--- config.mk ---
export PLATFORM = sky130hd
export DESIGN_NAME = vx_fpu_packet_split
export DESIGN_NICKNAME = d
export VERILOG_FILES = /design/src/rtl/vx_fpu_packet_split.sv
export SDC_FILE = /design/constraint.sdc
export NUM_CORES = 1
export LEC_CHECK = 0
export CORE_AREA = 2 2 281 283
export CTS_CLUSTER_SIZE = 12
export DETAILED_ROUTE_END_ITERATION = 8
export DIE_AREA = 0 0 283 285
export HOLD_SLACK_MARGIN = 0.02
export PLACE_DENSITY_LB_ADDON = 0.1
export SLEW_MARGIN = 20
export SYNTH_ARGS = -nofsm -noshare
export SYNTH_HDL_FRONTEND = slang
export SYNTH_SLANG_ARGS = --single-unit
--- constraint.sdc ---
create_clock -name clk -period 24.9 [get_ports clk]
set_input_delay 4.98 -clock clk [delete_from_list [all_inputs] [get_ports clk]]
set_output_delay 4.98 -clock clk [all_outputs]
set_load 0.02 [all_outputs]
--- src/rtl/vx_fpu_packet_split.sv ---
// rtl/vx_fpu_packet_split.sv - splits a warp-wide FPU request into lane-sized packets
module vx_fpu_packet_split #(
  parameter int NUM_THREADS = 4,
  parameter int NUM_LANES   = 2,
  parameter int LANE_W      = 96,
  parameter int META_W      = 64,
  localparam int NUM_PKTS   = NUM_THREADS / NUM_LANES,
  localparam int PID_W      = (NUM_PKTS > 1) ? $clog2(NUM_PKTS) : 1
) (
  input  logic                          clk,
  input  logic                          reset,
  input  logic                          in_valid,
  output logic                          in_ready,
  input  logic [NUM_THREADS-1:0]        in_tmask,
  input  logic [NUM_THREADS*LANE_W-1:0] in_data,
  input  logic [META_W-1:0]             in_meta,
  output logic                          out_valid,
  input  logic                          out_ready,
  output logic [NUM_LANES-1:0]          out_tmask,
  output logic [NUM_LANES*LANE_W-1:0]   out_data,
  output logic [META_W-1:0]             out_meta,
  output logic [PID_W-1:0]              out_pid,
  output logic                          out_sop,
  output logic                          out_eop
);

  typedef enum logic {IDLE, BUSY} state_t;

  state_t                        state;
  logic                          valid_q;
  logic [NUM_THREADS-1:0]        tmask_q;
  logic [NUM_THREADS*LANE_W-1:0] data_q;
  logic [NUM_PKTS-1:0]           rem_q;

  logic                          in_fire;
  logic                          out_fire;
  logic [NUM_THREADS-1:0]        src_mask;
  logic [NUM_THREADS*LANE_W-1:0] src_data;
  logic [NUM_PKTS-1:0]           src_act;
  logic [NUM_PKTS-1:0]           nxt_rem;
  logic [PID_W-1:0]              nxt_pid;
  logic [NUM_LANES-1:0]          nxt_tmask;
  logic [NUM_LANES*LANE_W-1:0]   nxt_data;
  logic                          nxt_eop;

  // out_valid is masked while reset is held so a pending packet vanishes immediately
  assign out_valid = valid_q && !reset;
  assign in_ready  = !reset && ((state == IDLE) || (out_valid && out_ready && out_eop));
  assign in_fire   = in_valid && in_ready;
  assign out_fire  = out_valid && out_ready;

  // One scanner serves both the first packet of a new request and each advance;
  // rem_q holds the active packets not yet emitted, excluding the current one.
  always_comb begin
    src_mask  = in_fire ? in_tmask : tmask_q;
    src_data  = in_fire ? in_data : data_q;
    nxt_pid   = '0;
    nxt_tmask = '0;
    nxt_data  = '0;
    nxt_rem   = '0;
    for (int p = 0; p < NUM_PKTS; p++) begin
      src_act[p] = in_fire ? (|in_tmask[p*NUM_LANES +: NUM_LANES]) : rem_q[p];
    end
    for (int p = NUM_PKTS - 1; p >= 0; p--) begin
      if (src_act[p]) nxt_pid = PID_W'(p);
    end
    for (int p = 0; p < NUM_PKTS; p++) begin
      if (PID_W'(p) == nxt_pid) begin
        nxt_tmask = src_mask[p*NUM_LANES +: NUM_LANES];
        nxt_data  = src_data[p*NUM_LANES*LANE_W +: NUM_LANES*LANE_W];
      end
      nxt_rem[p] = src_act[p] && (PID_W'(p) != nxt_pid);
    end
    nxt_eop = ~|nxt_rem;
  end

  always_ff @(posedge clk) begin
    if (reset) begin
      state     <= IDLE;
      valid_q   <= 1'b0;
      out_tmask <= '0;
      out_pid   <= '0;
      out_sop   <= 1'b0;
      out_eop   <= 1'b0;
      rem_q     <= '0;
    end else if (in_fire) begin
      state     <= BUSY;
      valid_q   <= 1'b1;
      tmask_q   <= in_tmask;
      data_q    <= in_data;
      out_meta  <= in_meta;
      out_tmask <= nxt_tmask;
      out_data  <= nxt_data;
      out_pid   <= nxt_pid;
      out_sop   <= 1'b1;
      out_eop   <= nxt_eop;
      rem_q     <= nxt_rem;
    end else if (out_fire) begin
      if (out_eop) begin
        state   <= IDLE;
        valid_q <= 1'b0;
      end else begin
        out_tmask <= nxt_tmask;
        out_data  <= nxt_data;
        out_pid   <= nxt_pid;
        out_sop   <= 1'b0;
        out_eop   <= nxt_eop;
        rem_q     <= nxt_rem;
      end
    end
  end

endmodule

-- Word-level counts from Yosys, hierarchy flattened
Index checks and enable logic that the tools add are counted.
- flip-flop bits (word level): 652
- input bits: 456
- eq/ne operators: 1
- multiplexer cells: 29
- bitwise logic cells: 3
- reduce and logical (&&, ||, !) cells: 19
- operator list (kind ; count):
    two-way mux 192 bit ; 4
    two-way mux 384 bit ; 1
    two-way mux 1 bit ; 16
    two-way mux 2 bit ; 7
    logical AND 1 bit ; 7
    AND reduction 2 bit ; 3
    OR reduction 2 bit ; 3
    two-way mux 4 bit ; 1
    nonzero test 2 bit ; 2
    NOT 1 bit ; 3
    AND reduction 3 bit ; 1
    zero test 1 bit ; 2
    inequality test 2 x 1 -> 1 bit, second input constant ; 1
    logical OR 1 bit ; 1

-- Depth between registers and ports, before layout
- word-level depth: 17
- mapped depth: 7
- mapped depth without buffers: 5

-- Worst setup path after synthesis
No wires, ideal clock.
- path kind: input -> register
- start point: in reset
- end point: reg out_pid
- library setup time: 127 ps
- data arrival time: 20220 ps
- required time: 24773 ps
- setup slack: 4553 ps
- cell stages on the path: 5
- path buffers: 0
- cell sequence: clkinv_1 -> o211ai_1 -> inv_1 -> o21ai_0 -> o21ba_2
- word-level cells in the longest chain between the ends: 13
- elaborated cells on any way between the ends: 17
- those cells by class: 1 x eq/ne; 7 x mux; 9 x reduce/logical
- RTL lines (element ; RTL line ; RTL):
    start, declared ; 11 ; input logic reset,
    zero test 1 bit ; 47, 48 ;
    logical AND 1 bit ; 47 ; assign out_valid = valid_q && !reset;
    logical AND 1 bit ; 48, 50 ;
    logical AND 1 bit ; 48 ; assign in_ready = !reset && ((state == IDLE) || (out_valid && out_ready && out_eop));
    logical OR 1 bit ; 48 ;
    logical AND 1 bit ; 48 ;
    logical AND 1 bit ; 49 ; assign in_fire = in_valid && in_ready;
    two-way mux 1 bit ; 62 ; src_act[p] = in_fire ? (|in_tmask[p*NUM_LANES +: NUM_LANES]) : rem_q[p];
    two-way mux 1 bit (2 in a row) ; 65 ; if (src_act[p]) nxt_pid = PID_W'(p);
    two-way mux 1 bit ; 99 ; if (out_eop) begin
    two-way mux 1 bit ; 98 ; end else if (out_fire) begin
    two-way mux 1 bit ; 86 ; end else if (in_fire) begin
    end signal, assigned ; 94 ; out_pid <= nxt_pid;
    end signal, assigned ; 105 ; out_pid <= nxt_pid;
    end, declared ; 22 ; output logic [PID_W-1:0] out_pid,
Parallel ways exist; a longest one is shown, timed or not. The select of a mux whose other input is x is not followed.
A chain may end at the register's enable or synchronous reset.

-- Final worst setup path
- start point: in reset
- end point: out out_valid
- word-level cells in the longest chain between the ends: 2
- RTL lines (element ; RTL line ; RTL):
    zero test 1 bit ; 47 ;
    logical AND 1 bit ; 47 ;
    end, declared ; 17 ; output logic out_valid,
No other way between the ends.

==> results.sh <==
export IMPL_status="completed"
export IMPL_fin_crit_sh=0.461
export IMPL_portBuffers=718
export IMPL_die_h_um=285
export IMPL_ys_seq_area_frac=0.723
export IMPL_drv_cap=0
export IMPL_power_frac_seq=0.486
export IMPL_cts_root_buf="clkbuf_16"
export IMPL_combPwrFrac=0.129
export IMPL_switching_share=0.224
export IMPL_p_leak_uw=0.0126
export IMPL_r2r_slack_ns=20.48
export IMPL_setup_tns_ns=0
export IMPL_clockBufferDepth=3
export IMPL_fin_crit_ns=11.48
export IMPL_critical_path_startpoint_type="input pin"
export IMPL_internal_power_uw=2140
export IMPL_drive_gt1_frac=0.330
export IMPL_synth_seq_cells=652
export IMPL_worst_clock_skew_ns=0.0228
export IMPL_initial_core_util=0.346
export IMPL_cts_repair_resized=0
export IMPL_cp_startpoint="reset"
export IMPL_yosys_area_share_adder=0
export IMPL_ir_drop_mv=0.0506
export IMPL_gr_total_overflow=0
export IMPL_hpwl_um=50500
export IMPL_cts_hold_buf=0
export IMPL_die_width_um=283
export IMPL_cts_setup_buffers=0
export IMPL_p_switching_uw=616
export IMPL_clock_latency_ns=0.61
export IMPL_wl_per_cell_um=23.0
export IMPL_grt_usage=0.177
export IMPL_numCtsBuffers=76
export IMPL_setup_violations=0
export IMPL_grt_pass1_wl_um=106000
export IMPL_routed_wl_um=73700
export IMPL_gp_congestion=0.835
export IMPL_min_from="out_tmask[0]"
export IMPL_antenna_found_initial=30
export IMPL_n_fill_cell=6711
export IMPL_first_pass_iters=4
export IMPL_worstMarginPinSlew_ns=1.23
export IMPL_yosys_area_share_simple=0.00316
export IMPL_die_area_um2=80700
export IMPL_arrival_ns=6.50
export IMPL_rsz0062_at_grt="false"
export IMPL_fin_cells=3211
export IMPL_synth_compound_area_share=0.00325
export IMPL_required_ns=19.92
export IMPL_synthMuxAreaShare=0.246
export IMPL_synthesis_nets=1793
export IMPL_multiInputGateArea_um2=6810
export IMPL_post_route_util=0.480
export IMPL_synth_cell_area_um2=27000
export IMPL_synthCells=1337
export IMPL_syn_to_final_growth_pct=38.7
export IMPL_critPathMaxFanout=7
export IMPL_synth_top_family_by_area="multiplexers"
export IMPL_vias=14945
export IMPL_drv_slew=0
export IMPL_slew_headroom=0.178
export IMPL_cts_sinks=652
export IMPL_core_area_um2=78000
export IMPL_clkTransAtPathRegs_ns=0.06
export IMPL_min_path_type="reg -> reg"
export IMPL_avgSynthCellArea_um2=20.2
export IMPL_place_inst=3055
export IMPL_drtIter0Drc=760
export IMPL_viasPerCell=4.65
export IMPL_synthFlopType="edfxtp_1"
export IMPL_rows=103
export IMPL_seqCellArea_um2=19500
export IMPL_h_tree_depth=3
export IMPL_grt_max_degree=164
export IMPL_power_density_nw_per_um2=73.6
export IMPL_ant_nets=0
export IMPL_cts_tree="yes"
export IMPL_p_clk_frac=0.385
export IMPL_drc=0
export IMPL_hold_violations=0
export IMPL_io_pin_count=719
export IMPL_synthArstFlopShare=0
export IMPL_nets=2539
export IMPL_path_class="in -> out"
export IMPL_clock_fmax_mhz=87.1
export IMPL_end_kind="output pin"
export IMPL_timing_rr_start="valid_q"
export IMPL_synth_edf_count=644
export IMPL_synth_xor_area_frac=0
export IMPL_ys_warn_count=0
export IMPL_first_global_vias=15788
export IMPL_synth_distinct_cells=25
[stage by stage]
stage                     power (uW)  hold slack, ns  area, um^2  setup WS (ns)
after floorplan                 1560           0.473       27000           4.55
after global placement          1710           0.465       35000          13.41
after detailed placement        1720           0.477       35000          13.41
after CTS                       2800           0.495       37300          13.40
after global routing            2860           0.522       37400          13.34
final                           2750           0.489       37400          13.42
[registers in the layout (all words and copies together) (netlist names)]
register / count
out_sop: 1
valid_q: 1
tmask_q: 4
out_data: 192
out_pid: 1
out_eop: 1
out_tmask: 2
data_q: 384
out_meta: 64
rem_q: 2
[per-layer routing]
metal | vias up | global-route usage | wire, um
met5 | - | 0 | 143
met3 | 107 | 0.0731 | 6580
met4 | 22 | 0.0665 | 1740
li1 | 6843 | - | -
met2 | 488 | 0.322 | 39300
met1 | 7485 | 0.181 | 26000
[synthesized netlist by cell type, types with 2 or more instances]
cell	number	area, um^2
buf_2	4	20.0
nand2_1	2	7.51
o21ai_0	4	20.0
a21oi_1	3	15.0
mux2i_1	3	30.0
mux2_2	580	6530
edfxtp_1	644	19300
o211ai_1	2	15.0
buf_4	18	135
mux2_4	3	45.0
nor2b_1	2	12.5
nor2_1	5	18.8
buf_6	43	484
inv_1	3	11.3
nand3_1	3	15.0
dfxtp_1	8	160
nand2b_1	2	12.5
[final timing paths]
path	to	depth (start not counted)
setup / recovery	out_valid	3
hold reg to reg	out_tmask[0]	2
hold / removal	out_tmask[0]	2
setup reg to reg	out_data[117]	7
[area by class of cell]
| type | count | area share |
|---|---|---|
| sequential | 652 | 0.521 |
| timing repair buffer | 733 | 0.196 |
| multi-input combinational | 616 | 0.182 |
| clock buffer | 96 | 0.0545 |
| tap | 1050 | 0.0351 |
| clock inverter | 41 | 0.00863 |
| antenna | 19 | 0.00127 |
| inverter | 4 | 0.000803 |
[cell usage in the layout, fill, tap and decap left out, types with 8 or more instances in the layout]
master           count
edfxtp_1           644
mux2_2             580
clkbuf_1            16
clkinv_1            18
clkdlybuf4s50_1    718
diode_2             19
clkbuf_16           78
dfxtp_1              8
buf_4               11
clkinv_2            14
[power groups by stage]
stage / clock [uW] / combinational, uW / sequential (uW)
global route: 1140 / 380 / 1340
floorplan: 0 / 157 / 1400
detailed placement: 0 / 360 / 1360
finish: 1060 / 356 / 1340
CTS: 1100 / 361 / 1340
global placement: 0 / 352 / 1360
[worst max-delay path, cell delays in order]
cell,delay (ns)
clkdlybuf4s50_1,0.66
nor2b_1,0.23
clkdlybuf4s50_1,0.63
[kinds of logic (layout without fill, tap and decap cells)]
family,after synthesis,in the layout
other,0,19
muxes,587,587
buffers and inverters,69,874
and+or+nand+nor,16,16
DFF,652,652
AOI/OAI and AO/OA,13,13
(Power assumes the default switching activity.)
